===== src/rtl/mc_ctrl.sv =====
// mc_ctrl: multi-cycle sequencing controller for the MIPS datapath.
// Walks each instruction through FETCH/DECODE/EXEC/MEM/WB and drives the
// datapath controls as registered Moore decodes of the state and latched IR.
// Ports:
//   clk, reset (async active-low), run (fetch permit),
//   opcode/func (instr fields from IFU), zero (ALU flag, datapath only),
//   PCWR/IRWR/RFWR/DMWR strobes, ALUOP/NPCOP/EXTOP/WRSEL/WDSEL/BSEL/WBH
//   static fields, state, illegal pulse, retired instruction counter.
module mc_ctrl (
  input  logic        clk,
  input  logic        reset,
  input  logic        run,
  input  logic [5:0]  opcode,
  input  logic [5:0]  func,
  input  logic        zero,
  output logic        PCWR,
  output logic        IRWR,
  output logic        RFWR,
  output logic        DMWR,
  output logic [2:0]  ALUOP,
  output logic [2:0]  NPCOP,
  output logic [1:0]  EXTOP,
  output logic [1:0]  WRSEL,
  output logic [1:0]  WDSEL,
  output logic        BSEL,
  output logic [1:0]  WBH,
  output logic [2:0]  state,
  output logic        illegal,
  output logic [31:0] retired
);

  typedef enum logic [2:0] {
    StIdle   = 3'd0,
    StFetch  = 3'd1,
    StDecode = 3'd2,
    StExec   = 3'd3,
    StMem    = 3'd4,
    StWb     = 3'd5
  } state_e;

  // Instruction classes; each determines the state path and final cycle.
  typedef enum logic [2:0] {ClsIll, ClsAlu, ClsLoad, ClsStore, ClsBr, ClsJal} cls_e;

  state_e      state_q, state_d;
  logic [5:0]  op_q, op_d, fn_q, fn_d;
  logic [31:0] retired_q, retired_d;
  logic        pcwr_q, irwr_q, rfwr_q, dmwr_q, bsel_q, illegal_q;
  logic [2:0]  aluop_q, npcop_q;
  logic [1:0]  extop_q, wrsel_q, wdsel_q, wbh_q;

  cls_e        cls;
  logic [2:0]  dec_aluop, dec_npcop;
  logic [1:0]  dec_extop, dec_wrsel, dec_wdsel, dec_wbh;
  logic        dec_bsel;
  logic        active_d;

  // The FSM never branches on zero; it is consumed by the datapath through NPCOP.
  logic unused_zero;
  assign unused_zero = zero;

  function automatic logic is_final(state_e st, cls_e c);
    return (st == StExec && (c == ClsBr || c == ClsIll)) ||
           (st == StMem && c == ClsStore) || (st == StWb);
  endfunction

  // IR latch: loaded on the edge that leaves FETCH.
  always_comb begin
    op_d = op_q;
    fn_d = fn_q;
    if (state_q == StFetch) begin
      op_d = opcode;
      fn_d = func;
    end
  end

  // Decode of the (next) latched instruction; illegal leaves every field at 0.
  always_comb begin
    cls       = ClsIll;
    dec_aluop = 3'b000;
    dec_npcop = 3'b000;
    dec_extop = 2'b00;
    dec_wrsel = 2'b00;
    dec_wdsel = 2'b00;
    dec_bsel  = 1'b0;
    dec_wbh   = 2'b00;
    case (op_d)
      6'b000000: begin
        case (fn_d)
          6'b100001: begin cls = ClsAlu; dec_wrsel = 2'b01; end
          6'b100011: begin cls = ClsAlu; dec_aluop = 3'b001; dec_wrsel = 2'b01; end
          6'b000000: begin cls = ClsAlu; dec_aluop = 3'b011; dec_wrsel = 2'b01; end
          6'b001000: begin cls = ClsBr;  dec_npcop = 3'b011; end
          default: ;
        endcase
      end
      6'b001101: begin cls = ClsAlu; dec_aluop = 3'b010; dec_bsel = 1'b1; end
      6'b001111: begin
        cls = ClsAlu; dec_aluop = 3'b100; dec_bsel = 1'b1; dec_extop = 2'b10;
      end
      6'b100011, 6'b100000, 6'b100001: begin
        cls = ClsLoad; dec_bsel = 1'b1; dec_extop = 2'b01; dec_wdsel = 2'b01;
        dec_wbh = (op_d == 6'b100000) ? 2'b01 : (op_d == 6'b100001) ? 2'b10 : 2'b00;
      end
      6'b101011, 6'b101000, 6'b101001: begin
        cls = ClsStore; dec_bsel = 1'b1; dec_extop = 2'b01;
        dec_wbh = (op_d == 6'b101000) ? 2'b01 : (op_d == 6'b101001) ? 2'b10 : 2'b00;
      end
      6'b000100: begin cls = ClsBr; dec_aluop = 3'b001; dec_npcop = 3'b001; end
      6'b000010: begin cls = ClsBr; dec_npcop = 3'b010; end
      6'b000011: begin
        cls = ClsJal; dec_npcop = 3'b010; dec_wrsel = 2'b10; dec_wdsel = 2'b10;
      end
      default: ;
    endcase
  end

  // Next state; run is only consulted in IDLE and on an instruction's final cycle.
  always_comb begin
    state_d = state_q;
    case (state_q)
      StIdle:   if (run) state_d = StFetch;
      StFetch:  state_d = StDecode;
      StDecode: state_d = StExec;
      default: begin
        if (is_final(state_q, cls)) begin
          state_d = run ? StFetch : StIdle;
        end else if (state_q == StExec && (cls == ClsLoad || cls == ClsStore)) begin
          state_d = StMem;
        end else begin
          state_d = StWb;
        end
      end
    endcase
  end

  assign active_d  = (state_d != StIdle) && (state_d != StFetch);
  assign retired_d = pcwr_q ? retired_q + 32'd1 : retired_q;

  always_ff @(posedge clk or negedge reset) begin
    if (!reset) begin
      state_q   <= StIdle;
      op_q      <= 6'd0;
      fn_q      <= 6'd0;
      retired_q <= 32'd0;
      pcwr_q    <= 1'b0;
      irwr_q    <= 1'b0;
      rfwr_q    <= 1'b0;
      dmwr_q    <= 1'b0;
      illegal_q <= 1'b0;
      aluop_q   <= 3'b000;
      npcop_q   <= 3'b000;
      extop_q   <= 2'b00;
      wrsel_q   <= 2'b00;
      wdsel_q   <= 2'b00;
      bsel_q    <= 1'b0;
      wbh_q     <= 2'b00;
    end else begin
      state_q   <= state_d;
      op_q      <= op_d;
      fn_q      <= fn_d;
      retired_q <= retired_d;
      pcwr_q    <= is_final(state_d, cls);
      irwr_q    <= (state_d == StFetch);
      rfwr_q    <= (state_d == StWb);
      dmwr_q    <= (state_d == StMem) && (cls == ClsStore);
      illegal_q <= (state_d == StExec) && (cls == ClsIll);
      aluop_q   <= active_d ? dec_aluop : 3'b000;
      npcop_q   <= active_d ? dec_npcop : 3'b000;
      extop_q   <= active_d ? dec_extop : 2'b00;
      wrsel_q   <= active_d ? dec_wrsel : 2'b00;
      wdsel_q   <= active_d ? dec_wdsel : 2'b00;
      bsel_q    <= active_d ? dec_bsel  : 1'b0;
      wbh_q     <= active_d ? dec_wbh   : 2'b00;
    end
  end

  assign state   = state_q;
  assign retired = retired_q;
  assign PCWR    = pcwr_q;
  assign IRWR    = irwr_q;
  assign RFWR    = rfwr_q;
  assign DMWR    = dmwr_q;
  assign illegal = illegal_q;
  assign ALUOP   = aluop_q;
  assign NPCOP   = npcop_q;
  assign EXTOP   = extop_q;
  assign WRSEL   = wrsel_q;
  assign WDSEL   = wdsel_q;
  assign BSEL    = bsel_q;
  assign WBH     = wbh_q;

endmodule


===== config.mk =====
export PLATFORM = sky130hd
export DESIGN_NAME = mc_ctrl
export DESIGN_NICKNAME = d
export VERILOG_FILES = /design/src/rtl/mc_ctrl.sv
export SDC_FILE = /design/constraint.sdc
export NUM_CORES = 1
export LEC_CHECK = 0
export ABC_CLOCK_PERIOD_IN_PS = 2390
export BUFFER_PORTS_ARGS = -buffer_cell sky130_fd_sc_hd__buf_2
export CORE_MARGIN = 4
export CORE_UTILIZATION = 40
export DETAILED_ROUTE_END_ITERATION = 16
export SYNTH_ARGS = -nofsm -noshare
export SYNTH_HDL_FRONTEND = slang
export SYNTH_SLANG_ARGS = --single-unit

===== constraint.sdc =====
create_clock -name clk -period 2.39 [get_ports clk]
set_input_delay 0.1195 -clock clk [delete_from_list [all_inputs] [get_ports clk]]
set_output_delay 0.1195 -clock clk [all_outputs]
set_load 0.05 [all_outputs]

== Word-level counts from Yosys, hierarchy flattened ==
Index checks and enable logic that the tools add are counted.

* $add $sub $neg: 1
* Equal/unequal tests: 27
* Mux-type cells: 30
* Reductions and logical operators: 26

{| class="wikitable"
|+ Operators with widths
! kind !! count
|-
| equality test 6 bit (second input constant) || 8
|-
| adder 32 x 1 -> 32 bit (second input constant) || 1
|-
| case mux 2 bit (2 select lines) || 5
|-
| equality test 6 x 4 -> 1 bit (second input constant) || 3
|-
| two-way mux 2 bit || 9
|-
| case mux 3 bit (6 select lines) || 1
|-
| equality test 3 x 2 -> 1 bit (second input constant) || 5
|-
| equality test 3 bit (second input constant) || 5
|-
| equality test 6 x 2 -> 1 bit (second input constant) || 2
|-
| zero test 6 bit || 2
|-
| two-way mux 3 bit || 4
|-
| two-way mux 6 bit || 2
|-
| case mux 3 bit (4 select lines) || 1
|-
| case mux 3 bit (3 select lines) || 1
|-
| OR reduction 3 bit || 3
|-
| OR reduction 8 bit || 1
|-
| logical AND 1 bit || 7
|-
| equality test 3 x 1 -> 1 bit (second input constant) || 2
|-
| equality test 6 x 3 -> 1 bit (second input constant) || 1
|-
| zero test 3 bit || 2
|-
| logical OR 1 bit || 6
|-
| case mux 2 bit (3 select lines) || 1
|-
| case mux 3 bit (2 select lines) || 1
|-
| OR reduction 2 bit || 3
|-
| other kinds (4) || 8
|}

* Register bits after elaboration: 67
* Output and inout port bits: 55
* Word-level logic and storage cells: 100

== Logic depth before layout (Yosys ltp) ==
Gate-level depths: netlist of the first run.

* Depth in word-level cells: 17
* Depth in mapped cells: 8
* Mapped depth without buffers: 6

== Worst setup path after synthesis of the first run ==
OpenSTA, ideal clock, no wires.

* Path kind: reg-to-reg
* Start point: reg state_q[0] (netlist: state[0])
* End point: reg pcwr_q (netlist: PCWR)
* Library setup time: 0.120 ns
* Arrival: 2.218 ns
* Slack: 0.051 ns
* Cell stages (with the launch flop): 8
* Cells stage by stage: dfrtp_1 buf_4 or3b_4 a211oi_2 a211oi_2 or2_4 o32a_4 o211a_1

* Longest elaborated chain between the ends: 17

{| class="wikitable"
|+ Ends and longest elaborated chain
! item !! RTL line !! text
|-
| start: declaration || 44 || <nowiki>state_e state_q, state_d;</nowiki>
|-
| start signal: assignment || 141 || <nowiki>state_q <= StIdle;</nowiki>
|-
| start signal: assignment || 158 || <nowiki>state_q <= state_d;</nowiki>
|-
| equality test 3 x 1 -> 1 bit || 70, 120 ||
|-
| two-way mux 6 bit || 70 || <nowiki>if (state_q == StFetch) begin</nowiki>
|-
| equality test 6 bit / zero test 6 bit (equally long branches) || 88 || <nowiki>case (fn_d)</nowiki>
|-
| OR reduction 3 bit (no line) || - ||
|-
| case mux 3 bit (2 select lines) || 88 ||
|-
| case mux 3 bit (6 select lines) || 86 || <nowiki>case (op_d)</nowiki>
|-
| equality test 3 bit / zero test 3 bit (equally long branches) || 62 || <nowiki>return (st == StExec && (c == ClsBr || c == ClsIll)) ||</nowiki>
|-
| logical OR 1 bit || 62 ||
|-
| [... 2 more ...] || - ||
|-
| logical OR 1 bit || 63 || <nowiki>(st == StMem && c == ClsStore) || (st == StWb);</nowiki>
|-
| two-way mux 3 bit || 125 || <nowiki>if (is_final(state_q, cls)) begin</nowiki>
|-
| case mux 3 bit (3 select lines) * || 120 || <nowiki>case (state_q)</nowiki>
|-
| named net state_d[0] || 44 ||
|-
| equality test 3 x 2 -> 1 bit / equality test 3 bit (equally long branches) || 62, 63 ||
|-
| logical AND 1 bit, on equally long branches || 62, 63 ||
|-
| logical OR 1 bit || 62 ||
|-
| logical OR 1 bit * || 63 ||
|-
| end signal: assignment || 162 || <nowiki>pcwr_q <= is_final(state_d, cls);</nowiki>
|-
| end: declaration || 47 || <nowiki>logic pcwr_q, irwr_q, rfwr_q, dmwr_q, bsel_q, illegal_q;</nowiki>
|}

Mark *: on every way through the listed nets, which the timed path passes. The rest lies on a longest branch.
A chain may end at the register's enable or synchronous reset.

== Worst setup path in the final report of the first run ==
* Start point: reg state_q[1] (netlist: state[1])
* End point: reg wbh_q[1] (netlist: WBH[1])

* Longest elaborated chain between the ends: 16

{| class="wikitable"
|+ Ends and longest elaborated chain
! item !! RTL line !! text
|-
| equality test 3 x 1 -> 1 bit || 70, 120 ||
|-
| two-way mux 6 bit || 70 ||
|-
| equality test 6 bit / zero test 6 bit (equally long branches) || 88 ||
|-
| OR reduction 3 bit (no line) || - ||
|-
| case mux 3 bit (2 select lines) || 88 ||
|-
| case mux 3 bit (6 select lines) || 86 ||
|-
| equality test 3 bit / zero test 3 bit (equally long branches) || 62 ||
|-
| logical OR 1 bit || 62 ||
|-
| logical AND 1 bit || 62 ||
|-
| logical OR 1 bit || 62 ||
|-
| logical OR 1 bit || 63 ||
|-
| two-way mux 3 bit || 125 ||
|-
| case mux 3 bit (3 select lines) || 120 ||
|-
| inequality test 3 x 1 -> 1 bit / nonzero test 3 bit (equally long branches) || 136 || <nowiki>assign active_d = (state_d != StIdle) && (state_d != StFetch);</nowiki>
|-
| logical AND 1 bit || 136 ||
|-
| two-way mux 2 bit * || 173 || <nowiki>wbh_q <= active_d ? dec_wbh : 2'b00;</nowiki>
|-
| end signal: assignment || 173 ||
|-
| end: declaration || 49 || <nowiki>logic [1:0] extop_q, wrsel_q, wdsel_q, wbh_q;</nowiki>
|}

Mark *: on every way between the ends. The rest lies on a longest branch, timed or not.

==> results of run 1 <==
-- layer usage --
layer  wire, µm  track usage, %  vias up
li1           -               -     1229
met1       3200            21.2     1152
met2       3110            24.4       80
met3        475            4.93        5
met4         58            6.40        0
met5          0               0        -
-- critical path: stages, from the launching register on --
cell	delay [ns]
dfrtp_1	0.41
nor3b_2	0.39
nand4_1	0.20
a211oi_2	0.41
or2_4	0.20
o21ai_2	0.14
nor4_1	0.28
-- timing repair --
item                                   in CTS  in global routing
gates resized for setup                     0                  0
endpoints found under the hold margin      24                  0
hold buffers                                4                  0
-- metrics by stage --
stage	total power, µW	hold slack [ns]	instances	util, %	instance area, µm²
after global placement	3330	0.108	474	48.2	3570
after CTS	4310	0.00335	494	51.5	3810
after floorplan	2870	-0.176	309	-	3100
final	4270	0.0273	494	51.5	3810
after detailed placement	3340	0.108	474	48.2	3570
after global routing	4550	0.0166	494	51.5	3810
-- cells by family after synthesis --
group,Yosys count
AND/OR/NAND/NOR,155
flip-flops,65
AO/OA/AOI/OAI,34
XOR/XNOR,32
buffers and inverters,18
multiplexers,3
adder cells (fa/ha/maj),1
other,1
-- flip-flops by register name, summed over array words and instances, names as in the netlist, 2 cells and up --
name     count
retired     32
WDSEL        2
state        3
op_q         6
NPCOP        2
WBH          2
ALUOP        3
EXTOP        2
fn_q         6
-- cell usage in the layout, fill, tap and decap left out, types with 3 or more instances in the layout --
master          n
buf_4           8
xnor2_1        22
a21o_1          4
and3_1          8
and4_1          3
nor3_1         10
nand2_1        55
clkbuf_8       10
nor2_1         24
buf_2          68
inv_1           8
nor2b_1         5
nand3_1        17
nand4b_1        3
dfrtp_1        65
nand4_1        10
dlygate4sd3_1   4
a21oi_1         9
nor3b_1         3
xor2_1         10
-- worst max-delay path by stage --
stage	endpoint	cells after the start
after floorplan	PCWR$_DFF_PN0_	7
after global placement	WBH[1]$_DFF_PN0_	6
after detailed placement	WBH[1]$_DFF_PN0_	6
after CTS	WBH[1]$_DFF_PN0_	6
after global routing	EXTOP[1]$_DFF_PN0_	6
final	WBH[1]$_DFF_PN0_	6
-- area by class of cell --
cell class / instances / area, µm²
multi-input combinational: 226 / 1390
inverter: 8 / 30.0
fill: 702 / 3590
sequential: 65 / 1630
clock inverter: 6 / 65.1
tap: 99 / 124
timing repair buffer: 80 / 440
clock buffer: 10 / 138
-- power by group through the flow --
stage	registers, µW	logic [µW]	clock network (µW)
4_1_cts	1560	1770	978
2_1_floorplan	1930	937	0
5_1_grt	1600	1920	1030
3_5_place_dp	1580	1760	0
6_report	1570	1760	940
3_3_place_gp	1580	1750	0
==> impl_metrics.toml, run 1 <==
[outcome]
outcome = "complete, no violations"

[timing]
hold_viol_final = 0
relSlewSlack_pct = 63.4
min_period_ns = 2.14
rsz0062_at_grt = "false"
tightest_slew_ns = 0.542
setup_ws_ns = 0.246
timing.fmax_ghz = 0.466
setup_viol = 0
fin_tns_setup_ns = 0
clock_skew_ns = 0.00873
drv_slew = 0
layout_worst_path_cycle_share_pct = 89.7

[power_and_ir_drop]
p_switching_uw = 1840
pwr-share-clk_pct = 22.0
pwr-share-comb_pct = 41.3
p_per_area_mw_per_mm2 = 1120
switching_share_pct = 43.2
intPower_uw = 2430
p_leak_uw = 0.00195
ir_drop_mv = 0.687
seqPwrFrac_pct = 36.7

[global_routing]
grt_usage_pct = 16.0
grt_pass1_wl_um = 11400
antenna_found_initial = 0
grt_pass1_vias = 2415
overflow = 0
grt_max_degree = 24

[clock_tree]
clk_pin_slew_worst_paths_ns = 0.07
htree_levels = 3
cts-root-buf = "clkbuf_8"
ctsLongestPathBuffers = 2
insertion_delay_ns = 0.34
cts_tree = "built"
cts_sinks = 65
postCtsSetupBuffers = 0
cts_inserted_buffers = 9

[route]
dr.pass1.iters = 4
initialDrtViolationCount = 111
ant_nets = 0
routed_wl_um = 6840
num_vias = 2466
viasPerCell = 4.99
drc = 0
routedWlPerCell_um = 13.8

[floorplanning]
core-area_mm2 = 0.00741
row_count = 31
die_area_mm2 = 0.00923
start_util_pct = 41.9
io_pins = 71
die_h_um = 96.1
die-width_um = 96.1

[placement]
port_buffers = 68
dp_slack_ns = 0.278
hpwlAfterDp_um = 5080
gp_congestion = 0.855

[logic_synthesis]
synthMostInstantiatedCell = "dfrtp_1"
yosys-top-cells-count = "dfrtp_1, nand2_1, nor2_1, xnor2_1, nand3_1"
ys.flop_type = "dfrtp_1"
synth_top_area_share_pct = 52.4
synth-edff-count = 0
synth_compound_area_share_pct = 8.71
synth_xor_area_share_pct = 9.04
synthAdderAreaFrac_pct = 0.403
yosysTopAreaCell = "dfrtp_1"
synth-async-reset-ratio_pct = 100
muxShareOfSynthArea_pct = 1.05
ys_ff_latch = 65
synth.yosys.seq_area_share_pct = 52.4
synth.area.top_cells = "dfrtp_1, nand2_1, xnor2_1"
ys_types = 52
synth_top_family_by_area = "simple AND/OR/NAND/NOR gates"
synth-simple-area-share_pct = 25.5
syn_area_per_cell_um2 = 10.0
yosys_warnings = 0
syn_nets = 326
syn-cell-area_mm2 = 0.00310
syn_inst = 309

[final_layout]
nets = 407
diodes = 0
drive_above_1_share_pct = 26.8
area_growth_pct = 23.0

[setup_path]
critPathRequiredTime_ns = 2.63
cp.arrival_ns = 2.38
rr_worst_depth = 6
worst_setup_path_start_kind = "flip-flop"
r2r_setup_slack_ns = 0.25
r2r_end = "WBH[1]$_DFF_PN0_"
r2r_start = "state[1]$_DFF_PN0_"
worst-path-max-fanout = 10
critPathKind = "reg -> reg"
crit_start = "state[1]$_DFF_PN0_"
critPathCaptureType = "flip-flop"

[hold_path]
min_to = "fn_q[4]$_DFF_PN0_"
min_from = "func[4]"
hold_class = "in -> reg"
whs_path_depth = 3

[run]
drv_cap = 0
Power figures use the tool's default switching activity.
==> run 2, diff against run 1 <==
PLACE_DENSITY_LB_ADDON = 0.25   (was default)
==> impl_metrics.toml, run 2 (same netlist as run 1, synthesis figures left out) <==
[outcome]
outcome = "complete, no violations"

[final_layout]
final_cells = 494
nets = 407
largest_reg_flops = 32
utilization_pct = 51.8
diodes = 0
area_growth_pct = 23.8
final_cell_mix = "buf_2, dfrtp_1, nand2_1"
nFillCells = 698
drive_above_1_share_pct = 26.8
fin_area_mm2 = 0.00384
layout_commonest_cell = "buf_2"

[route]
dr.pass1.iters = 4
drc = 0
ant_nets = 0
num_vias = 2524
initialDrtViolationCount = 122
routedWlPerCell_um = 13.6
routed_wl_um = 6710
viasPerCell = 5.11

[run]
drv_cap = 0

[setup_path]
worst-path-max-fanout = 10
crit_start = "fn_q[0]$_DFF_PN0_"
critPathRequiredTime_ns = 2.62
cp.arrival_ns = 2.38
worst_setup_path_start_kind = "flip-flop"
critPathCaptureType = "flip-flop"
critPathKind = "reg -> reg"
r2r_start = "fn_q[0]$_DFF_PN0_"

[clock_tree]
htree_levels = 3
insertion_delay_ns = 0.33
cts_sinks = 65
cts-root-buf = "clkbuf_8"
ctsLongestPathBuffers = 2
postCtsSetupBuffers = 0
ctsHoldBuffers = 4
cts_inserted_buffers = 9
cts_resized = 0
cts_tree = "built"
clk_pin_slew_worst_paths_ns = 0.07

[timing]
clock_skew_ns = 0.00725
tightest_slew_ns = 0.793
drv_slew = 0
layout_worst_path_cycle_share_pct = 89.8
min_period_ns = 2.15
hold_viol_final = 0
hold_slack_ns = 0.0190
relSlewSlack_pct = 47.1
rsz0062_at_grt = "false"
fin_tns_setup_ns = 0
timing.fmax_ghz = 0.466
setup_viol = 0

[power_and_ir_drop]
ir_drop_mv = 0.512
p_leak_uw = 0.00196
p_per_area_mw_per_mm2 = 1140

[floorplanning]
die-width_um = 96.1
start_util_pct = 41.9
core-area_mm2 = 0.00741
die_area_mm2 = 0.00923
row_count = 31
io_pins = 71
die_h_um = 96.1

[placement]
hpwlAfterDp_um = 4950
gp_congestion = 0.837
dp.cells = 474
placed_area_mm2 = 0.00357
port_buffers = 68

[global_routing]
grt_usage_pct = 16.4
overflow = 0
grt_pass1_wl_um = 11700
grt_pass1_vias = 2437
antenna_found_initial = 0
grt_max_degree = 66

[hold_path]
min_from = "func[1]"
hold_class = "in -> reg"
[run 2: cell types whose count changed in the layout (fill, tap and decap cells not counted), sizes merged]
cell,before,now
clkinvlp,1,0
clkinv,3,4
bufinv,1,2
inv,9,8
[run 2: metal layers]
metal	vias up	share of wire [%]	wire, µm	track usage (%)
met4	0	1.2	80	5.33
met3	9	7.8	526	4.61
met1	1182	45	3000	21.7
met5	-	0	0	0
li1	1235	-	-	-
met2	98	46	3100	25.9
[run 2: metrics by stage]
step	power, µW	worst slack [ns]
2_1_floorplan	2870	0.0514
3_3_place_gp	3330	0.314
3_5_place_dp	3350	0.285
4_1_cts	4430	0.260
5_1_grt	4710	0.0668
6_report	4390	0.244
[run 2: worst max-delay path: stages, from the launching register on]
cell      delay (ns)
dfrtp_1         0.39
nor4_1          0.48
a211oi_1        0.16
a211oi_2        0.38
or2_4           0.21
o21ai_2         0.14
nor4_1          0.29
[run 2: power breakdown]
part	switching (µW)	internal [µW]
Sequential	239	1330
Combinational	1180	597
Clock	430	619
[run 2: layout make-up]
cell class / count / area [µm²] / area share [%]
clock inverter: 6 / 91.3 / 2.38
timing repair buffer: 80 / 440 / 11.5
tap: 99 / 124 / 3.22
clock buffer: 10 / 138 / 3.58
multi-input combinational: 226 / 1390 / 36.2
sequential: 65 / 1630 / 42.3
inverter: 8 / 30.0 / 0.782
[run 2: worst paths after layout]
check                                               end  slack, ns  cells past startpoint
max in group asynchronous             op_q[2]$_DFF_PN0_       1.39                      3
worst max register to register         WBH[1]$_DFF_PN0_       0.24                      6
worst min-delay path                  fn_q[1]$_DFF_PN0_       0.02                      3
worst max-delay path                   WBH[1]$_DFF_PN0_       0.24                      6
min in group asynchronous        retired[7]$_DFFE_PN0P_       0.48                      3
worst min register to register  retired[31]$_DFFE_PN0P_       0.48                      1
